### src/rtl/output_buffer.sv
// output_buffer: memory-mapped output registers (LEDR, LEDG, 8x HEX, LCD)
// written by byte/half/word stores from the LSU, with full-word readback and
// a timed LCD enable strobe that is inserted into bit 10 of the LCD output.
module output_buffer #(
   parameter int LCD_PULSE = 4,
   parameter int LCD_HOLD  = 8
) (
   input  logic        i_clk,
   input  logic        i_rst,
   input  logic        i_st_en,
   input  logic [6:0]  i_addr,
   input  logic [1:0]  i_st_size,
   input  logic [31:0] i_st_data,
   output logic [31:0] o_rdata,
   output logic        o_st_err,
   output logic        o_lcd_busy,
   output logic [31:0] o_io_ledr,
   output logic [31:0] o_io_ledg,
   output logic [6:0]  o_io_hex0,
   output logic [6:0]  o_io_hex1,
   output logic [6:0]  o_io_hex2,
   output logic [6:0]  o_io_hex3,
   output logic [6:0]  o_io_hex4,
   output logic [6:0]  o_io_hex5,
   output logic [6:0]  o_io_hex6,
   output logic [6:0]  o_io_hex7,
   output logic [31:0] o_io_lcd
);

   // Counter must hold the larger of LCD_PULSE-1 and LCD_HOLD-1.
   localparam int CNT_MAX = (LCD_PULSE > LCD_HOLD) ? LCD_PULSE : LCD_HOLD;
   localparam int CNT_W   = (CNT_MAX > 1) ? $clog2(CNT_MAX) : 1;

   localparam logic [2:0] SEL_LEDR   = 3'd0;
   localparam logic [2:0] SEL_LEDG   = 3'd1;
   localparam logic [2:0] SEL_HEX_LO = 3'd2;
   localparam logic [2:0] SEL_HEX_HI = 3'd3;
   localparam logic [2:0] SEL_LCD    = 3'd4;

   typedef enum logic [1:0] {
      ST_IDLE,
      ST_PULSE,
      ST_HOLD
   } lcd_state_e;

   lcd_state_e       state_q, state_d;
   logic [CNT_W-1:0] cnt_q, cnt_d;

   logic [31:0] ledr_q, ledr_d;
   logic [31:0] ledg_q, ledg_d;
   logic [31:0] lcd_q,  lcd_d;
   logic [6:0]  hex_q [8];
   logic [6:0]  hex_d [8];

   logic [2:0]  sel;
   logic [1:0]  offset;
   logic        align_ok;
   logic [3:0]  lane_en;
   logic [31:0] wdata;
   logic        lcd_blocked;
   logic        store_ok;
   logic        lcd_start;
   logic        lcd_en;
   logic        lcd_busy;

   // Address bits [3:2] carry no meaning inside this region.
   logic        unused_addr_bits;
   assign unused_addr_bits = ^i_addr[3:2];

   assign sel    = i_addr[6:4];
   assign offset = i_addr[1:0];

   // Decode store size into alignment legality, lane enables and replicated data.
   always_comb begin
      align_ok = 1'b0;
      lane_en  = 4'b0000;
      wdata    = i_st_data;
      case (i_st_size)
         2'b00: begin
            align_ok = 1'b1;
            lane_en  = 4'b0001 << offset;
            wdata    = {4{i_st_data[7:0]}};
         end
         2'b01: begin
            align_ok = ~offset[0];
            lane_en  = offset[1] ? 4'b1100 : 4'b0011;
            wdata    = {2{i_st_data[15:0]}};
         end
         2'b10: begin
            align_ok = (offset == 2'b00);
            lane_en  = 4'b1111;
            wdata    = i_st_data;
         end
         default: begin
            align_ok = 1'b0;
            lane_en  = 4'b0000;
            wdata    = i_st_data;
         end
      endcase
   end

   assign lcd_blocked = (sel == SEL_LCD) && lcd_busy;
   assign store_ok    = i_st_en && align_ok && !lcd_blocked;
   assign o_st_err    = i_st_en && !(align_ok && !lcd_blocked);
   assign lcd_start   = store_ok && (sel == SEL_LCD);

   // Merge the enabled byte lanes of the store into the selected register.
   always_comb begin
      ledr_d = ledr_q;
      ledg_d = ledg_q;
      lcd_d  = lcd_q;
      for (int i = 0; i < 8; i++) begin
         hex_d[i] = hex_q[i];
      end
      for (int l = 0; l < 4; l++) begin
         if (store_ok && lane_en[l]) begin
            case (sel)
               SEL_LEDR:   ledr_d[8*l +: 8] = wdata[8*l +: 8];
               SEL_LEDG:   ledg_d[8*l +: 8] = wdata[8*l +: 8];
               SEL_HEX_LO: hex_d[l]         = wdata[8*l +: 7];
               SEL_HEX_HI: hex_d[l+4]       = wdata[8*l +: 7];
               SEL_LCD:    lcd_d[8*l +: 8]  = wdata[8*l +: 8];
               default: ;
            endcase
         end
      end
   end

   // Output registers; HEX digits reset to blank (all segments off).
   always_ff @(posedge i_clk or negedge i_rst) begin
      if (!i_rst) begin
         ledr_q <= '0;
         ledg_q <= '0;
         lcd_q  <= '0;
         for (int i = 0; i < 8; i++) begin
            hex_q[i] <= 7'h7F;
         end
      end else begin
         ledr_q <= ledr_d;
         ledg_q <= ledg_d;
         lcd_q  <= lcd_d;
         for (int i = 0; i < 8; i++) begin
            hex_q[i] <= hex_d[i];
         end
      end
   end

   // LCD strobe state and cycle counter.
   always_ff @(posedge i_clk or negedge i_rst) begin
      if (!i_rst) begin
         state_q <= ST_IDLE;
         cnt_q   <= '0;
      end else begin
         state_q <= state_d;
         cnt_q   <= cnt_d;
      end
   end

   // Strobe sequencing: PULSE for LCD_PULSE cycles, then HOLD for LCD_HOLD cycles.
   always_comb begin
      state_d = state_q;
      cnt_d   = cnt_q;
      case (state_q)
         ST_IDLE: begin
            if (lcd_start) begin
               state_d = ST_PULSE;
               cnt_d   = CNT_W'(LCD_PULSE - 1);
            end
         end
         ST_PULSE: begin
            if (cnt_q == '0) begin
               if (LCD_HOLD == 0) begin
                  state_d = ST_IDLE;
                  cnt_d   = '0;
               end else begin
                  state_d = ST_HOLD;
                  cnt_d   = CNT_W'(LCD_HOLD - 1);
               end
            end else begin
               cnt_d = cnt_q - 1'b1;
            end
         end
         ST_HOLD: begin
            if (cnt_q == '0) begin
               state_d = ST_IDLE;
            end else begin
               cnt_d = cnt_q - 1'b1;
            end
         end
         default: begin
            state_d = ST_IDLE;
            cnt_d   = '0;
         end
      endcase
   end

   // Strobe outputs decoded from the current state.
   always_comb begin
      lcd_en   = 1'b0;
      lcd_busy = 1'b0;
      case (state_q)
         ST_PULSE: begin
            lcd_en   = 1'b1;
            lcd_busy = 1'b1;
         end
         ST_HOLD: begin
            lcd_busy = 1'b1;
         end
         default: ;
      endcase
   end

   // Readback of the selected register; unmapped slots read as zero.
   always_comb begin
      o_rdata = '0;
      case (sel)
         SEL_LEDR:   o_rdata = ledr_q;
         SEL_LEDG:   o_rdata = ledg_q;
         SEL_HEX_LO: o_rdata = {1'b0, hex_q[3], 1'b0, hex_q[2], 1'b0, hex_q[1], 1'b0, hex_q[0]};
         SEL_HEX_HI: o_rdata = {1'b0, hex_q[7], 1'b0, hex_q[6], 1'b0, hex_q[5], 1'b0, hex_q[4]};
         SEL_LCD:    o_rdata = lcd_q;
         default:    o_rdata = '0;
      endcase
   end

   assign o_lcd_busy = lcd_busy;
   assign o_io_ledr  = ledr_q;
   assign o_io_ledg  = ledg_q;
   assign o_io_hex0  = hex_q[0];
   assign o_io_hex1  = hex_q[1];
   assign o_io_hex2  = hex_q[2];
   assign o_io_hex3  = hex_q[3];
   assign o_io_hex4  = hex_q[4];
   assign o_io_hex5  = hex_q[5];
   assign o_io_hex6  = hex_q[6];
   assign o_io_hex7  = hex_q[7];
   assign o_io_lcd   = {lcd_q[31:11], lcd_en, lcd_q[9:0]};

endmodule

### config.mk
export PLATFORM = sky130hd
export DESIGN_NAME = output_buffer
export DESIGN_NICKNAME = d
export VERILOG_FILES = /design/src/rtl/output_buffer.sv
export SDC_FILE = /design/constraint.sdc
export NUM_CORES = 1
export LEC_CHECK = 0
export ABC_AREA = 1
export CAP_MARGIN = 5
export CORE_AREA = 2 2 140 142
export CTS_CLUSTER_SIZE = 24
export DETAILED_ROUTE_END_ITERATION = 6
export DIE_AREA = 0 0 142 144
export GPL_TIMING_DRIVEN = 0
export PLACE_DENSITY_LB_ADDON = 0.08
export SYNTH_ARGS = -nofsm -noshare
export SYNTH_HDL_FRONTEND = slang
export SYNTH_SLANG_ARGS = --single-unit
### constraint.sdc
create_clock -name i_clk -period 2.19 [get_ports i_clk]
set_input_delay 0.5475 -clock i_clk [delete_from_list [all_inputs] [get_ports i_clk]]
set_output_delay 0.5475 -clock i_clk [all_outputs]
set_load 0.01 [all_outputs]
==> flow_summary.json, run 1 <==
{
  "synthesis.area_um2": 8390,
  "fin_cells": 1627,
  "drive_gt1_share_pct": 22.9,
  "hold_viol": 0,
  "path_class": "in -> out",
  "cts_tree": "done",
  "r2r_slack_ns": 0.19,
  "synth_cell_types": 28,
  "drc": 0,
  "synth_common_cells": "nand2_1, nand4_1, dfrtp_1",
  "yosysTopAreaCell": "dfrtp_1",
  "startpoint": "i_addr[5]",
  "overflow": 0,
  "ir_drop_mv": 0.655,
  "synth_cells": 1090,
  "syn_to_final_growth_pct": 47.0,
  "fin_crit_ns": 2.19,
  "die_height_um": 144,
  "worst_pin_slew_ns": 1.16,
  "synth_edf_count": 0,
  "layout_setup_ws_ns": -0.00350,
  "hpwl_um": 23400,
  "synth_flop_cell": "dfrtp_1",
  "p_leak_nw": 6.15,
  "maxCapViolCount": 0,
  "r2r-start": "state_q[0]$_DFFE_PN0P_",
  "worstSetupEndpoint": "o_rdata[22]",
  "syn_nets": 1140,
  "grt_pass1_vias": 8606,
  "dpl.cell_count": 1556,
  "nets": 1425,
  "antenna_left": 0,
  "rr_worst_depth": 9,
  "path_max_fanout": 5,
  "fmax_ghz": 0.456,
  "status": "finished with violations",
  "endpoint_kind": "output port",
  "syn_area_per_cell_um2": 7.69,
  "cts.sinks": 157,
  "clk_pin_slew_worst_paths_ns": 0.06,
  "coreArea_um2": 19100,
  "ys_ff_latch": 157,
  "rows": 51,
  "initial_core_util_pct": 44.0,
  "wire_per_inst_um": 21.5,
  "antenna_found_initial": 2,
  "regToRegEndpoint": "o_io_ledr[24]$_DFFE_PN0P_",
  "clock_tree.root_cell": "clkbuf_16",
  "seq_area_frac_synth_pct": 47.7,
  "first_iter_violations": 1076,
  "drt-pass1-iter-count": 6,
  "cp-start-kind": "primary input",
  "grt_max_degree": 97,
  "synth.most_common_cell": "nand2_1",
  "relSlewSlack_pct": 22.0,
  "num_vias": 9383,
  "cellPowerDensity_nw_per_um2": 870,
  "rsz0062_at_grt": "yes",
  "avgViaCountPerCell": 5.77,
  "period_share_pct": 100,
  "ys_warn_count": 0,
  "holdCritPathClass": "in -> async",
  "ys_top_cells_by_area": "dfrtp_1, nand2_1, dfstp_2",
  "drt_wl_total_um": 35000,
  "clock_latency_ns": 0.45,
  "power_mw": 10.7,
  "grt.total_usage_pct": 33.9,
  "violations": "negative setup slack",
  "gp_congestion": 0.921,
  "io-pin-count": 230,
  "post-place-ws_ns": -1.82,
  "clock_path_buffers": 2,
  "fin_hold_ws_ns": 0.0228,
  "htree_levels": 4,
  "synthArstFlopShare_pct": 100,
  "finalSetupViolCount": 1,
  "grt_pass1_wl_um": 51100,
  "numCtsBuffers": 17,
  "synth_top_area_share_pct": 30.1,
  "finalClockSkew_ns": 0.00879,
  "dieArea_um2": 20400,
  "cts_hold_buf": 0,
  "die-width_um": 142,
  "drv_slew": 0,
  "cp.required_ns": 1.64,
  "port_buffers": 227,
  "cp.arrival_ns": 1.65,
  "final_util_pct": 64.6
}
## how the worst min path moves through the flow
stage | from | end | cells past startpoint
2_1_floorplan | i_rst | cnt_q[0]$_DFFE_PN0P_ | 0
3_3_place_gp | o_io_hex1[1]$_DFFE_PN1P_ | o_io_hex1[1]$_DFFE_PN1P_ | 2
3_5_place_dp | cnt_q[1]$_DFFE_PN0P_ | cnt_q[1]$_DFFE_PN0P_ | 2
4_1_cts | i_rst | cnt_q[0]$_DFFE_PN0P_ | 1
5_1_grt | i_rst | cnt_q[0]$_DFFE_PN0P_ | 1
6_report | i_rst | cnt_q[2]$_DFFE_PN0P_ | 1
## routing by layer
layer / wire length [um] / vias up / track usage (%) / share of wire (%)
met5: 13 / - / 0 / 0.037
met4: 1880 / 2 / 19.5 / 5.4
met3: 3790 / 126 / 7.55 / 11
met2: 15900 / 664 / 51.6 / 45
met1: 13400 / 4415 / 44.7 / 38
li1: - / 4176 / - / -
## final cells by class
cell class	instances	area, um2
clock inverters	13	116
well taps	238	298
inverters	29	120
repair buffers	266	2520
multi-input cells	807	3920
fillers	1661	6750
clock buffers	19	443
plain buffers	97	913
diodes	1	2.50
flip-flops and latches	157	4000
## power breakdown
part	leakage [nW]	switching [mW]	total, mW	internal, mW
registers	1.93	0.602	4.23	3.63
clock network	0.258	1.29	2.89	1.59
logic	3.96	1.76	3.62	1.86
## timing repair
item,4_1_cts,5_1_grt
cloned,5,1
pin swaps,10,28
gates resized for setup,259,64
buffers inserted,24,8
setup endpoints to repair,161,36
## registers in the layout, indices dropped and copies added (netlist names)
register and cells:
state_q 2, o_io_hex4 7, o_io_hex1 7, o_io_hex2 7
o_io_hex7 7, o_io_ledr 32, o_io_ledg 32, o_io_hex0 7
o_io_hex5 7, o_io_hex6 7, cnt_q 3, o_io_hex3 7
lcd_q 32
## through the flow
step	cell area [um2]	TNS (ns)
CTS	12100	-0.0564
detailed placement	11000	-128.22
global placement	11000	-936.19
finish	12300	-0.00350
floorplan	8390	0
global route	12300	-0.244
## worst max-delay path: stages
cell       delay, ns
buf_8           0.09
inv_4           0.04
nor3_4          0.22
buf_6           0.18
clkbuf_16       0.18
nand2_2         0.05
nand2_1         0.05
a21oi_1         0.04
nand3_1         0.10
buf_2           0.14
## logic make-up (layout without fill, tap and decap cells)
kind of cell | count (synthesis) | in the layout | share of synthesized area, %
and+or+nand+nor | 748 | 748 | 39.3
buffers and inverters | 126 | 424 | 8.50
adders and majority gates | 6 | 6 | 0.895
xor gates and xnor gates | 1 | 1 | 0.104
other | 0 | 1 | 0
AOI/OAI and AO/OA | 52 | 52 | 3.49
DFF | 157 | 157 | 47.7
## layout by cell type, fill, tap and decap left out, types with 4 or more instances in the layout
| cell | netlist | routed |
|---|---|---|
| nand2_1 | 523 | 490 |
| clkdlybuf4s50_1 | 0 | 184 |
| nand4_1 | 122 | 122 |
| dfrtp_1 | 101 | 101 |
| nand3_1 | 80 | 79 |
| buf_4 | 32 | 62 |
| dfstp_2 | 56 | 56 |
| buf_2 | 12 | 42 |
| clkbuf_16 | 0 | 28 |
| nand2_2 | 2 | 24 |
| clkbuf_1 | 37 | 23 |
| inv_1 | 25 | 20 |
| buf_6 | 14 | 19 |
| a21oi_2 | 0 | 13 |
| a21oi_1 | 28 | 13 |
| o21ai_0 | 13 | 13 |
| nand2_4 | 0 | 11 |
| nand3_2 | 8 | 9 |
| nor2_1 | 8 | 7 |
| buf_8 | 0 | 6 |
| clkbuf_8 | 0 | 6 |
| o211ai_1 | 6 | 6 |
| clkinvlp_4 | 0 | 6 |
| inv_2 | 3 | 5 |
| clkinv_2 | 0 | 4 |
| o21ai_2 | 4 | 4 |
| ha_1 | 6 | 4 |
| dlygate4sd2_1 | 0 | 4 |
(Power assumes the default switching activity.)
==> run 2: changes to the inputs <==
--- a/config.mk
+++ b/config.mk
@@ -5,12 +5,11 @@
 export SDC_FILE = /design/constraint.sdc
 export NUM_CORES = 1
 export LEC_CHECK = 0
-export ABC_AREA = 1
 export CAP_MARGIN = 5
-export CORE_AREA = 2 2 140 142
+export CORE_AREA = 2 2 137 139
 export CTS_CLUSTER_SIZE = 24
 export DETAILED_ROUTE_END_ITERATION = 6
-export DIE_AREA = 0 0 142 144
+export DIE_AREA = 0 0 139 141
 export GPL_TIMING_DRIVEN = 0
 export PLACE_DENSITY_LB_ADDON = 0.08
 export SYNTH_ARGS = -nofsm -noshare
==> run 2 against run 1 <==
Compared with the run above:
- the flow still finishes with violations (negative setup slack)
- clock-buffer cell count increased by 3
- clock power grew 8.0%
- flip-flop and latch count did not move
- non-clock buffer count down 24
- sequential power up 2%
- clock skew rose by 0.0024 ns
- core utilization increased by 1.6 points
- critical endpoint is now o_rdata[25]
==> flow_summary.json, run 2 <==
{
  "status": "finished with violations",
  "violations": "negative setup slack",
  "dieArea_um2": 19600,
  "first_iter_violations": 417,
  "path_class": "in -> out",
  "synth_top_area_share_pct": 31.7,
  "swShare_pct": 30.1,
  "p_switching_mw": 3.42,
  "coreArea_um2": 18300,
  "combPwrFrac_pct": 34.5,
  "finalClockSkew_ns": 0.0112,
  "clock_path_buffers": 2,
  "drt-pass1-iter-count": 4,
  "grt_pass1_wl_um": 40900,
  "ys_top_cells_by_area": "dfrtp_1, dfstp_2, mux2_2",
  "drive_gt1_share_pct": 44.5,
  "antenna_left": 0,
  "synth_cells": 671,
  "nets": 1013,
  "r2r_slack_ns": 0.07,
  "final_util_pct": 66.3,
  "dpl_cell_area_um2": 10500,
  "num_vias": 6626,
  "wire_per_inst_um": 22.8,
  "cp.required_ns": 1.64,
  "clock_latency_ns": 0.43,
  "syn_nets": 721,
  "syn_area_per_cell_um2": 11.9,
  "synth.most_common_cell": "mux2_2",
  "grt_max_degree": 95,
  "power_mw": 11.3,
  "syn_to_final_growth_pct": 51.9,
  "clock_tree.root_cell": "clkbuf_16",
  "clk_pin_slew_worst_paths_ns": 0.07,
  "endpoint_kind": "output port",
  "hpwl_um": 18700,
  "final_cell_mix": "clkdlybuf4s50_1, mux2_2, dfrtp_1, buf_4, dfstp_2",
  "p_seq_share_pct": 38.0,
  "fmax_ghz": 0.428,
  "ir_drop_mv": 0.622,
  "post-place-ws_ns": -1.19,
  "grt.total_usage_pct": 27.4,
  "seq_area_frac_synth_pct": 50.2,
  "r2r-start": "state_q[1]$_DFFE_PN0P_",
  "cp-start-kind": "primary input",
  "drv_slew": 0,
  "drt_wl_total_um": 27500,
  "yosysTopAreaCell": "dfrtp_1",
  "maxCapViolCount": 0,
  "diodes": 0,
  "relSlewSlack_pct": 58.6,
  "cts_tree": "done",
  "rr_worst_depth": 8,
  "rows": 50,
  "synth_cell_types": 49,
  "drc": 0,
  "stdcell_area_um2": 12100,
  "grt_pass1_vias": 6839,
  "path_max_fanout": 7,
  "regToRegEndpoint": "lcd_q[15]$_DFFE_PN0P_",
  "cts_hold_buf": 0,
  "finalSetupViolCount": 28,
  "fin_hold_ws_ns": 0.0932,
  "dpl.cell_count": 1127,
  "tns_ns": -2.52,
  "fin_crit_ns": 2.34,
  "layout_setup_ws_ns": -0.145,
  "die-width_um": 139,
  "rsz0062_at_grt": "yes",
  "io-pin-count": 230,
  "port_buffers": 221,
  "synth_flop_cell": "dfrtp_1",
  "synth_edf_count": 0,
  "p_leak_nw": 5.34,
  "htree_levels": 4,
  "period_share_pct": 107,
  "synthesis.area_um2": 7970,
  "initial_core_util_pct": 43.6,
  "ys_warn_count": 0,
  "final_common_cell": "clkdlybuf4s50_1",
  "worst_pin_slew_ns": 0.615,
  "overflow": 0,
  "hold_viol": 0,
  "cp.arrival_ns": 1.79,
  "cellPowerDensity_nw_per_um2": 938,
  "gp_congestion": 0.843,
  "numCtsBuffers": 17,
  "fillCellCount": 1372,
  "cts.sinks": 157,
  "ys_ff_latch": 157,
  "holdCritPathClass": "in -> async",
  "avgViaCountPerCell": 5.48,
  "antenna_found_initial": 0,
  "fin_cells": 1209,
  "pwr-share-clk_pct": 27.5,
  "die_height_um": 141,
  "p_int_mw": 7.93,
  "synthArstFlopShare_pct": 100,
  "synth_common_cells": "mux2_2, dfrtp_1, nand2_1"
}
## run 2: changes by cell type in the layout (fill, tap and decap cells not counted), moves of 11 or more
| cell | change |
|---|---|
| o21ai_1 | +14 |
| mux2_2 | +123 |
| o21ai_0 | +21 |
| mux2i_1 | +44 |
| nand2_1 | -442 |
| a21oi_1 | +11 |
| a221o_1 | +27 |
| clkbuf_1 | -19 |
| nor2_1 | +24 |
| nand3_1 | -79 |
| inv_1 | -16 |
| nand4_1 | -122 |
| buf_12 | +12 |
## run 2: cell type report
| cell class | instances | area, um2 | share of cell area [%] |
|---|---|---|---|
| Buffer | 65 | 693 | 5.73 |
| Clock buffer | 22 | 484 | 4.00 |
| Clock inverter | 9 | 134 | 1.11 |
| Inverter | 8 | 33.8 | 0.279 |
| Multi-Input combinational cell | 440 | 3790 | 31.3 |
| Sequential cell | 157 | 4000 | 33.0 |
| Tap cell | 234 | 293 | 2.42 |
| Timing Repair Buffer | 274 | 2680 | 22.1 |
## run 2: kinds of logic after synthesis
group,count (synthesis),share of synthesized area [%]
muxes,172,23.7
DFF,157,50.2
AOI/OAI and AO/OA,131,11.4
and+or+nand+nor,130,8.15
buffers and inverters,74,5.45
adders and majority gates,6,0.942
xor gates and xnor gates,1,0.204
## run 2: worst max-delay path: stages
cell,delay [ns]
buf_12,0.11
buf_12,0.12
nor3b_4,0.22
buf_6,0.17
buf_8,0.14
buf_6,0.11
nand2_2,0.04
o21ai_1,0.07
a221o_1,0.13
buf_2,0.13
## run 2: worst max-delay path by stage
stage	start	endpoint	slack, ns	cells past startpoint
6_report	i_addr[5]	o_rdata[25]	-0.15	10
2_1_floorplan	i_addr[5]	o_rdata[13]	-0.02	6
3_3_place_gp	i_rst	o_io_ledr[25]$_DFFE_PN0P_	-5.62	1
4_1_cts	state_q[1]$_DFFE_PN0P_	o_io_lcd[10]	-0.22	4
5_1_grt	i_addr[5]	o_rdata[28]	-0.20	10
3_5_place_dp	i_addr[6]	o_rdata[10]	-1.19	7
## run 2: routing by layer
layer	part of all wire (%)	routed length [um]	GRT usage, %
met1	43	11700	36.2
met2	49	13400	44.8
met3	7.0	1910	7.00
met4	2.0	538	8.56
met5	0	0	0
## run 2: timing repair
| item | 4_1_cts | 5_1_grt |
|---|---|---|
| gates cloned | 3 | 0 |
| buffers inserted | 39 | 11 |
| resized for setup | 249 | 53 |
| setup endpoints to repair | 188 | 110 |
| pin swaps | 16 | 14 |
## run 2: power by group through the flow
stage	combinational (mW)	sequential [mW]	clock (mW)
2_1_floorplan	1.56	4.37	0
3_5_place_dp	3.70	4.30	0
6_report	3.92	4.31	3.12
5_1_grt	4.15	4.40	3.28
3_3_place_gp	3.63	4.26	0
4_1_cts	3.83	4.27	3.15
